**config.mk**
```make
export PLATFORM = sky130hd
export DESIGN_NAME = ps2_key_tracker
export DESIGN_NICKNAME = d
export VERILOG_FILES = /design/src/rtl/ps2_key_tracker.sv
export SDC_FILE = /design/constraint.sdc
export NUM_CORES = 1
export LEC_CHECK = 0
export ABC_AREA = 1
export ABC_CLOCK_PERIOD_IN_PS = 1400
export BUFFER_PORTS_ARGS = -buffer_cell sky130_fd_sc_hd__buf_2
export CAP_MARGIN = 0
export CORE_MARGIN = 2
export CORE_UTILIZATION = 50
export DETAILED_ROUTE_END_ITERATION = 16
export PLACE_DENSITY = 0.87
export SKIP_CTS_REPAIR_TIMING = 1
export SYNTH_ARGS = -nofsm -noshare
export SYNTH_HDL_FRONTEND = slang
export SYNTH_SLANG_ARGS = --single-unit
```
**constraint.sdc**
```tcl
create_clock -name clk -period 1.4 [get_ports clk]
set_input_delay 0.14 -clock clk [delete_from_list [all_inputs] [get_ports clk]]
set_output_delay 0.14 -clock clk [all_outputs]
set_load 0.05 [all_outputs]
```
**src/rtl/ps2_key_tracker.sv**
```systemverilog
// PS/2 multi-key tracker: decodes make/break/E0 sequences into a
// held-key bitmap with press/release pulses and timeout recovery.
module ps2_key_tracker #(
    parameter int unsigned NUM_KEYS = 8,
    parameter logic [9*NUM_KEYS-1:0] KEY_CODES = {
        9'h174, 9'h16B, 9'h172, 9'h175,
        9'h023, 9'h021, 9'h032, 9'h01C
    },
    parameter int unsigned TIMEOUT_CYCLES = 1_000_000
) (
    input  logic                clk,
    input  logic                reset,
    input  logic                rx_done_tick,
    input  logic [7:0]          keycodeout,
    output logic [NUM_KEYS-1:0] key_state,
    output logic [NUM_KEYS-1:0] key_press_tick,
    output logic [NUM_KEYS-1:0] key_release_tick,
    output logic                any_key,
    output logic [8:0]          last_make,
    output logic                seq_error
);

    typedef enum logic [1:0] {
        IDLE,
        EXT,
        BRK,
        EXT_BRK
    } state_t;

    localparam logic [7:0] PFX_E0 = 8'hE0;
    localparam logic [7:0] PFX_F0 = 8'hF0;

    state_t              state_q, state_d;
    logic [NUM_KEYS-1:0] keys_q, keys_d;
    logic [NUM_KEYS-1:0] press_q, press_d;
    logic [NUM_KEYS-1:0] rel_q, rel_d;
    logic [8:0]          last_q, last_d;
    logic                err_q, err_d;

    logic                mk, bk, ext;
    logic                expire;
    logic [8:0]          code;
    logic [NUM_KEYS-1:0] hit;

    // Inter-byte timeout; only runs while a sequence is partially received.
    if (TIMEOUT_CYCLES > 0) begin : g_to
        localparam int unsigned CW = $clog2(TIMEOUT_CYCLES + 1);
        localparam logic [CW-1:0] LIM = CW'(TIMEOUT_CYCLES - 1);

        logic [CW-1:0] cnt_q, cnt_d;

        // Next count and expiry strobe; a byte arriving on expiry wins.
        always_comb begin
            cnt_d  = cnt_q;
            expire = 1'b0;
            if (rx_done_tick || state_q == IDLE) begin
                cnt_d = '0;
            end else if (cnt_q == LIM) begin
                expire = 1'b1;
                cnt_d  = '0;
            end else begin
                cnt_d = cnt_q + 1'b1;
            end
        end

        // Counter register.
        always_ff @(posedge clk) begin
            if (reset) cnt_q <= '0;
            else       cnt_q <= cnt_d;
        end
    end else begin : g_no_to
        assign expire = 1'b0;
    end

    // Sequence FSM: classifies each byte as make, break, prefix or error.
    always_comb begin
        state_d = state_q;
        mk      = 1'b0;
        bk      = 1'b0;
        ext     = 1'b0;
        err_d   = 1'b0;
        if (rx_done_tick) begin
            unique case (state_q)
                IDLE: begin
                    if (keycodeout == PFX_E0)      state_d = EXT;
                    else if (keycodeout == PFX_F0) state_d = BRK;
                    else                           mk = 1'b1;
                end
                EXT: begin
                    if (keycodeout == PFX_F0) begin
                        state_d = EXT_BRK;
                    end else if (keycodeout != PFX_E0) begin
                        mk      = 1'b1;
                        ext     = 1'b1;
                        state_d = IDLE;
                    end
                end
                BRK: begin
                    state_d = IDLE;
                    if (keycodeout == PFX_E0 || keycodeout == PFX_F0)
                        err_d = 1'b1;
                    else
                        bk = 1'b1;
                end
                EXT_BRK: begin
                    state_d = IDLE;
                    ext     = 1'b1;
                    if (keycodeout == PFX_E0 || keycodeout == PFX_F0)
                        err_d = 1'b1;
                    else
                        bk = 1'b1;
                end
                default: state_d = IDLE;
            endcase
        end else if (expire) begin
            state_d = IDLE;
            err_d   = 1'b1;
        end
    end

    assign code = {ext, keycodeout};

    // Table lookup: every entry equal to the full 9-bit code responds.
    always_comb begin
        hit = '0;
        for (int i = 0; i < int'(NUM_KEYS); i++) begin
            hit[i] = (KEY_CODES[9*i +: 9] == code);
        end
    end

    // Per-key held state and edge pulses; repeats and stray breaks are no-ops.
    always_comb begin
        keys_d  = keys_q;
        press_d = '0;
        rel_d   = '0;
        last_d  = last_q;
        if (mk) last_d = code;
        for (int i = 0; i < int'(NUM_KEYS); i++) begin
            if (mk && hit[i] && !keys_q[i]) begin
                keys_d[i]  = 1'b1;
                press_d[i] = 1'b1;
            end
            if (bk && hit[i] && keys_q[i]) begin
                keys_d[i] = 1'b0;
                rel_d[i]  = 1'b1;
            end
        end
    end

    // State and output registers.
    always_ff @(posedge clk) begin
        if (reset) begin
            state_q <= IDLE;
            keys_q  <= '0;
            press_q <= '0;
            rel_q   <= '0;
            last_q  <= '0;
            err_q   <= 1'b0;
        end else begin
            state_q <= state_d;
            keys_q  <= keys_d;
            press_q <= press_d;
            rel_q   <= rel_d;
            last_q  <= last_d;
            err_q   <= err_d;
        end
    end

    assign key_state        = keys_q;
    assign key_press_tick   = press_q;
    assign key_release_tick = rel_q;
    assign any_key          = |keys_q;
    assign last_make        = last_q;
    assign seq_error        = err_q;

endmodule
```
; ---- Word level (Yosys, flattened, before mapping)
; Cells that the tools add are included.
; W data, S select, Z words.
[word_totals]
wordCells = 128
reg_bits = 56
out_inout_bits = 35
[classes]
n_eq_ne = 17
mux = 40
n_reduce_logical = 56
addsub = 1
[op_table]
columns = operator, count
row1 = $eq A9 B9 Y1 const A, 4
row2 = $logic_and A1 B1 Y1, 32
row3 = $mux W1, 31
row4 = $eq A6 B9 Y1 const A, 3
row5 = $add A20 B1 Y20 const B, 1
row6 = $eq A20 B20 Y1 const B, 1
row7 = $reduce_or A2 Y1, 9
row8 = $eq A8 B8 Y1 const B, 2
row9 = $mux W2, 6
row10 = $eq A5 B9 Y1 const A, 1
row11 = $logic_not A1 Y1, 8
row12 = $ne A8 B8 Y1 const B, 1
row13 = $reduce_or A8 Y1, 1
row14 = $pmux W2 S3, 1
row15 = $eq A2 B2 Y1 const B, 2
row16 = $ne A4 B2 Y1 const B, 1
row17 = $ne A4 B4 Y1 const B, 1
row18 = $pmux W1 S2, 2
row19 = $reduce_and A3 Y1, 1
row20 = $reduce_or A3 Y1, 1
row21 = $eq A2 B1 Y1 const B, 1
row22 = $logic_not A2 Y1, 1
row23 = $logic_or A1 B1 Y1, 2
row24 = $reduce_bool A2 Y1, 1

; ---- Depth between registers and ports, before layout
[logic_depth]
word_depth = 9
ltp_mapped = 10

; ---- Worst setup path after synthesis
; Ideal clock, no wire load.
[synth_timing]
path_type = reg-to-reg
from = register g_to.cnt_q[0]
to = register state_q[1]
t_required_ns = 1.287
period_less_slack_ns = 1.383
path_slack_ns = 0.017
stages_incl_launch_ff = 11
setup_ns = 0.113
t_arrival_ns = 1.270
cell_sequence = dfxtp_1 > ha_1 > nand2_1 > inv_1 > nand2_1 > nor2_1 > nand4_1 > nand2_1 > nand2_1 > nor2_1 > nor2_1
[synth_between]
elab_chain_len = 5
[synth_lines]
columns = item, line
row1 = "start, declared", 50  ; logic [CW-1:0] cnt_q, cnt_d;
row2 = "start signal, assigned", 69  ; else cnt_q <= cnt_d;
row3 = $eq A20 B20 Y1, 58  ; end else if (cnt_q == LIM) begin
row4 = $mux W1, 58
row5 = $mux W1, 56  ; if (rx_done_tick || state_q == IDLE) begin
row6 = $reduce_bool A2 Y1 (no line), -
row7 = $reduce_and A3 Y1 (no line), -
row8 = "end signal, assigned", 160  ; state_q <= state_d;
row9 = "end, declared", 33  ; state_t state_q, state_d;
; No other way between the ends.
; A chain may end at the register's enable or synchronous reset.

; ---- Final worst setup path
[layout_timing]
from = register g_to.cnt_q[1]
to = register state_q[1]
; The elaborated chain is that of the path after synthesis.

==> out/summary.txt <==
Status: finished with violations
Failing checks: negative setup slack
Final wirelength: 6480 µm
First-pass GRT wire length: 9800 µm
CORE AREA: 5040 µm²
Inserted Clock Buffers: 5
Maxcap violations: 0
Synth area leader: dfxtp_1
Placement Cell Area: 2990 µm²
Routed len/inst: 12.8 µm
# IOs: 46
CTS tree: done
Port bufs: 45
Largest stage delay, worst path: 0.36 ns
Die area: 5730 µm²
Total Nets Final: 449
Slew Viols, Final: 0
Min-delay worst type: input port to register
Clk root buf: clkbuf_8
Congestion Overflow GR: 0
Synth Area per Inst: 6.98 µm²
RSZ-0062 raised after global routing: true
Slowest CP cell: dfxtp_2
Starting DRT DRC Count: 120
DRC: 0
Layout cells sized above 1: 26.7%
Synth warnings: 0
Sequential-to-total area share from yosys stat: 43.6%
Final Cycle Share: 104%
Synth Register Bits: 56
Synth Net Count: 380
WP buf/inv: 1
Post-synth cell types: 28
Worst setup SP type: register
CTS clk-pin slew, worst paths: 0.10 ns
Worst-Skew Late Latency: 0.31 ns
Least-Margin Pin Slew: 0.345 ns
Htree depth: 2
Final WS setup: -0.0609 ns
Design area: 3270 µm²
Bufs on Longest Clock Path: 2
Vias in the first global route: 2295
Hold slack: 0.105 ns
Final Hold Viols: 0
DR vias: 2634
DRT antenna net count: 0
Clock sink count: 56
Gate Count Post-Synth: 368
Critical Path AT: 1.68 ns
Pwr per Cell Area: 851 nW/µm²
Area Growth Syn to Fin: 27.1%
Largest net degree at the start of global routing: 23
Post-Syn Area: 2570 µm²
Largest delay share family, worst path: simple AND/OR/NAND/NOR gates
Std cell rows: 26
Fill cell total of the finished layout: 401
Drt via density: 5.19
Worst clock skew: 0.00963 ns
Worst EP required: 1.62 ns
Final setup violation count: 3
Final min period: 1.46 ns
Initial antenna violation count: 0
Post-DP HPWL: 4560 µm
Yosys top cell area share: 43.6%
Peak VDD IR: 685 µV
Initial Utilization: 50.9%
Horiz. Die Dim: 75.7 µm
Final Core Density: 64.8%
Chip Height: 75.7 µm
Crit Path Category: register to register
Setup_tns: -0.168 ns
N_diodes: 0
Peak Freq: 0.685 GHz
Pre-Repair DR Iteration Count: 5
Gpl congestion: 0.959
Slew headroom: 76.8%
Setup crit end kind: register
Pleak: 1.52 nW
GRT Util Overall: 22.3%
Largest cells by area after synthesis: dfxtp_1 (44%), nor2_1 (11%), nand2_1 (9.1%)
CP cell instances: ha_4 > nand2_4 > inv_4 > nand2_4 > nor2_4 > nand4_1 > nand2_1 > nand2_2 > nor2_1 > nor2_1
Worst Path Max Fanout: 5
flip-flops by register name (all words and copies together) (netlist names):
register / cells
g_to.cnt_q: 20
key_press_tick: 8
key_release_tick: 8
key_state: 8
last_make: 9
seq_error: 1
state_q: 2
power by group:
group          leakage (nW)  total, mW  switching [mW]  internal, mW
sequential            0.458       1.62          0.0107          1.61
clock                0.0414      0.888           0.531         0.357
combinational          1.02      0.267           0.194        0.0726
path summary, 6_finish.rpt:
check | startpoint | endpoint | slack [ns] | cells past startpoint
hold / removal | keycodeout[7] | last_make[7] | 0.10 | 3
setup / recovery | g_to.cnt_q[1] | state_q[1] | -0.06 | 10
hold reg to reg | last_make[8] | last_make[8] | 0.48 | 2
setup reg to reg | g_to.cnt_q[1] | state_q[1] | -0.06 | 10
synth_stat cells, drive strengths merged:
master and count:
ha 1, nor2 75, dfxtp 56, nand4 12, xor2 7, and3 2
clkinv 1, nor3 14, or4 1, buf 7, nand3 32, a21oi 21
nor3b 1, xnor2 1, nand2 62, o21ai 12, nor4 7, nand3b 3
inv 51, clkbuf 2
stage by stage:
| stage | power, mW | worst slack (ns) | std cells |
|---|---|---|---|
| global placement | 1.91 | -0.0496 | 495 |
| detailed placement | 1.92 | -0.142 | 495 |
| CTS | 2.78 | -0.246 | 503 |
| floorplan | 1.84 | 0.0174 | 368 |
| finish | 2.78 | -0.0609 | 508 |
| global route | 2.88 | -0.159 | 508 |
routing by layer:
metal | vias to the layer above | share of wire, % | GRT usage (%)
li1 | 1315 | - | -
met5 | - | 0 | 0
met2 | 104 | 52 | 39.9
met3 | 18 | 6.6 | 5.69
met1 | 1197 | 40 | 25.9
met4 | 0 | 1.9 | 7.80
worst reg2reg max path, cell delays in order (launching register included):
cell and delay (ns):
dfxtp_2 0.36, ha_4 0.15, nand2_4 0.05, inv_4 0.09, nand2_4 0.06, nor2_4 0.08, nand4_1 0.18, nand2_1 0.17
nand2_2 0.09, nor2_1 0.11, nor2_1 0.05
cells in the final DEF (no fill, tap or decap), drive strengths merged:
cell	count
nor2	75
buf	71
nand2	62
dfxtp	56
inv	51
nand3	32
a21oi	21
nor3	14
nand4	12
o21ai	12
xor2	7
nor4	7
clkbuf	6
nand3b	3
and3	2
clkinv	2
xnor2	1
or4	1
nor3b	1
ha	1
clkinvlp	1
cells by family after synthesis:
| kind of cell | Yosys count | share of synthesized area [%] |
|---|---|---|
| buffers and inverters | 61 | 9.84 |
| AO/OA/AOI/OAI | 33 | 6.58 |
| AND/OR/NAND/NOR | 209 | 36.7 |
| flip-flops | 56 | 43.6 |
| adder cells (fa/ha/maj) | 1 | 0.487 |
| XOR/XNOR | 8 | 2.73 |
area by class of cell:
cell class	instances	area, µm²	share of cell area [%]
Clock inverter	2	16.3	0.498
Sequential cell	56	1130	34.7
Timing Repair Buffer	71	450	13.8
Multi-Input combinational cell	251	1310	40.1
Inverter	52	198	6.05
Clock buffer	6	72.6	2.22
Tap cell	70	87.6	2.68
No activity file was read; power rests on OpenSTA's default activity.
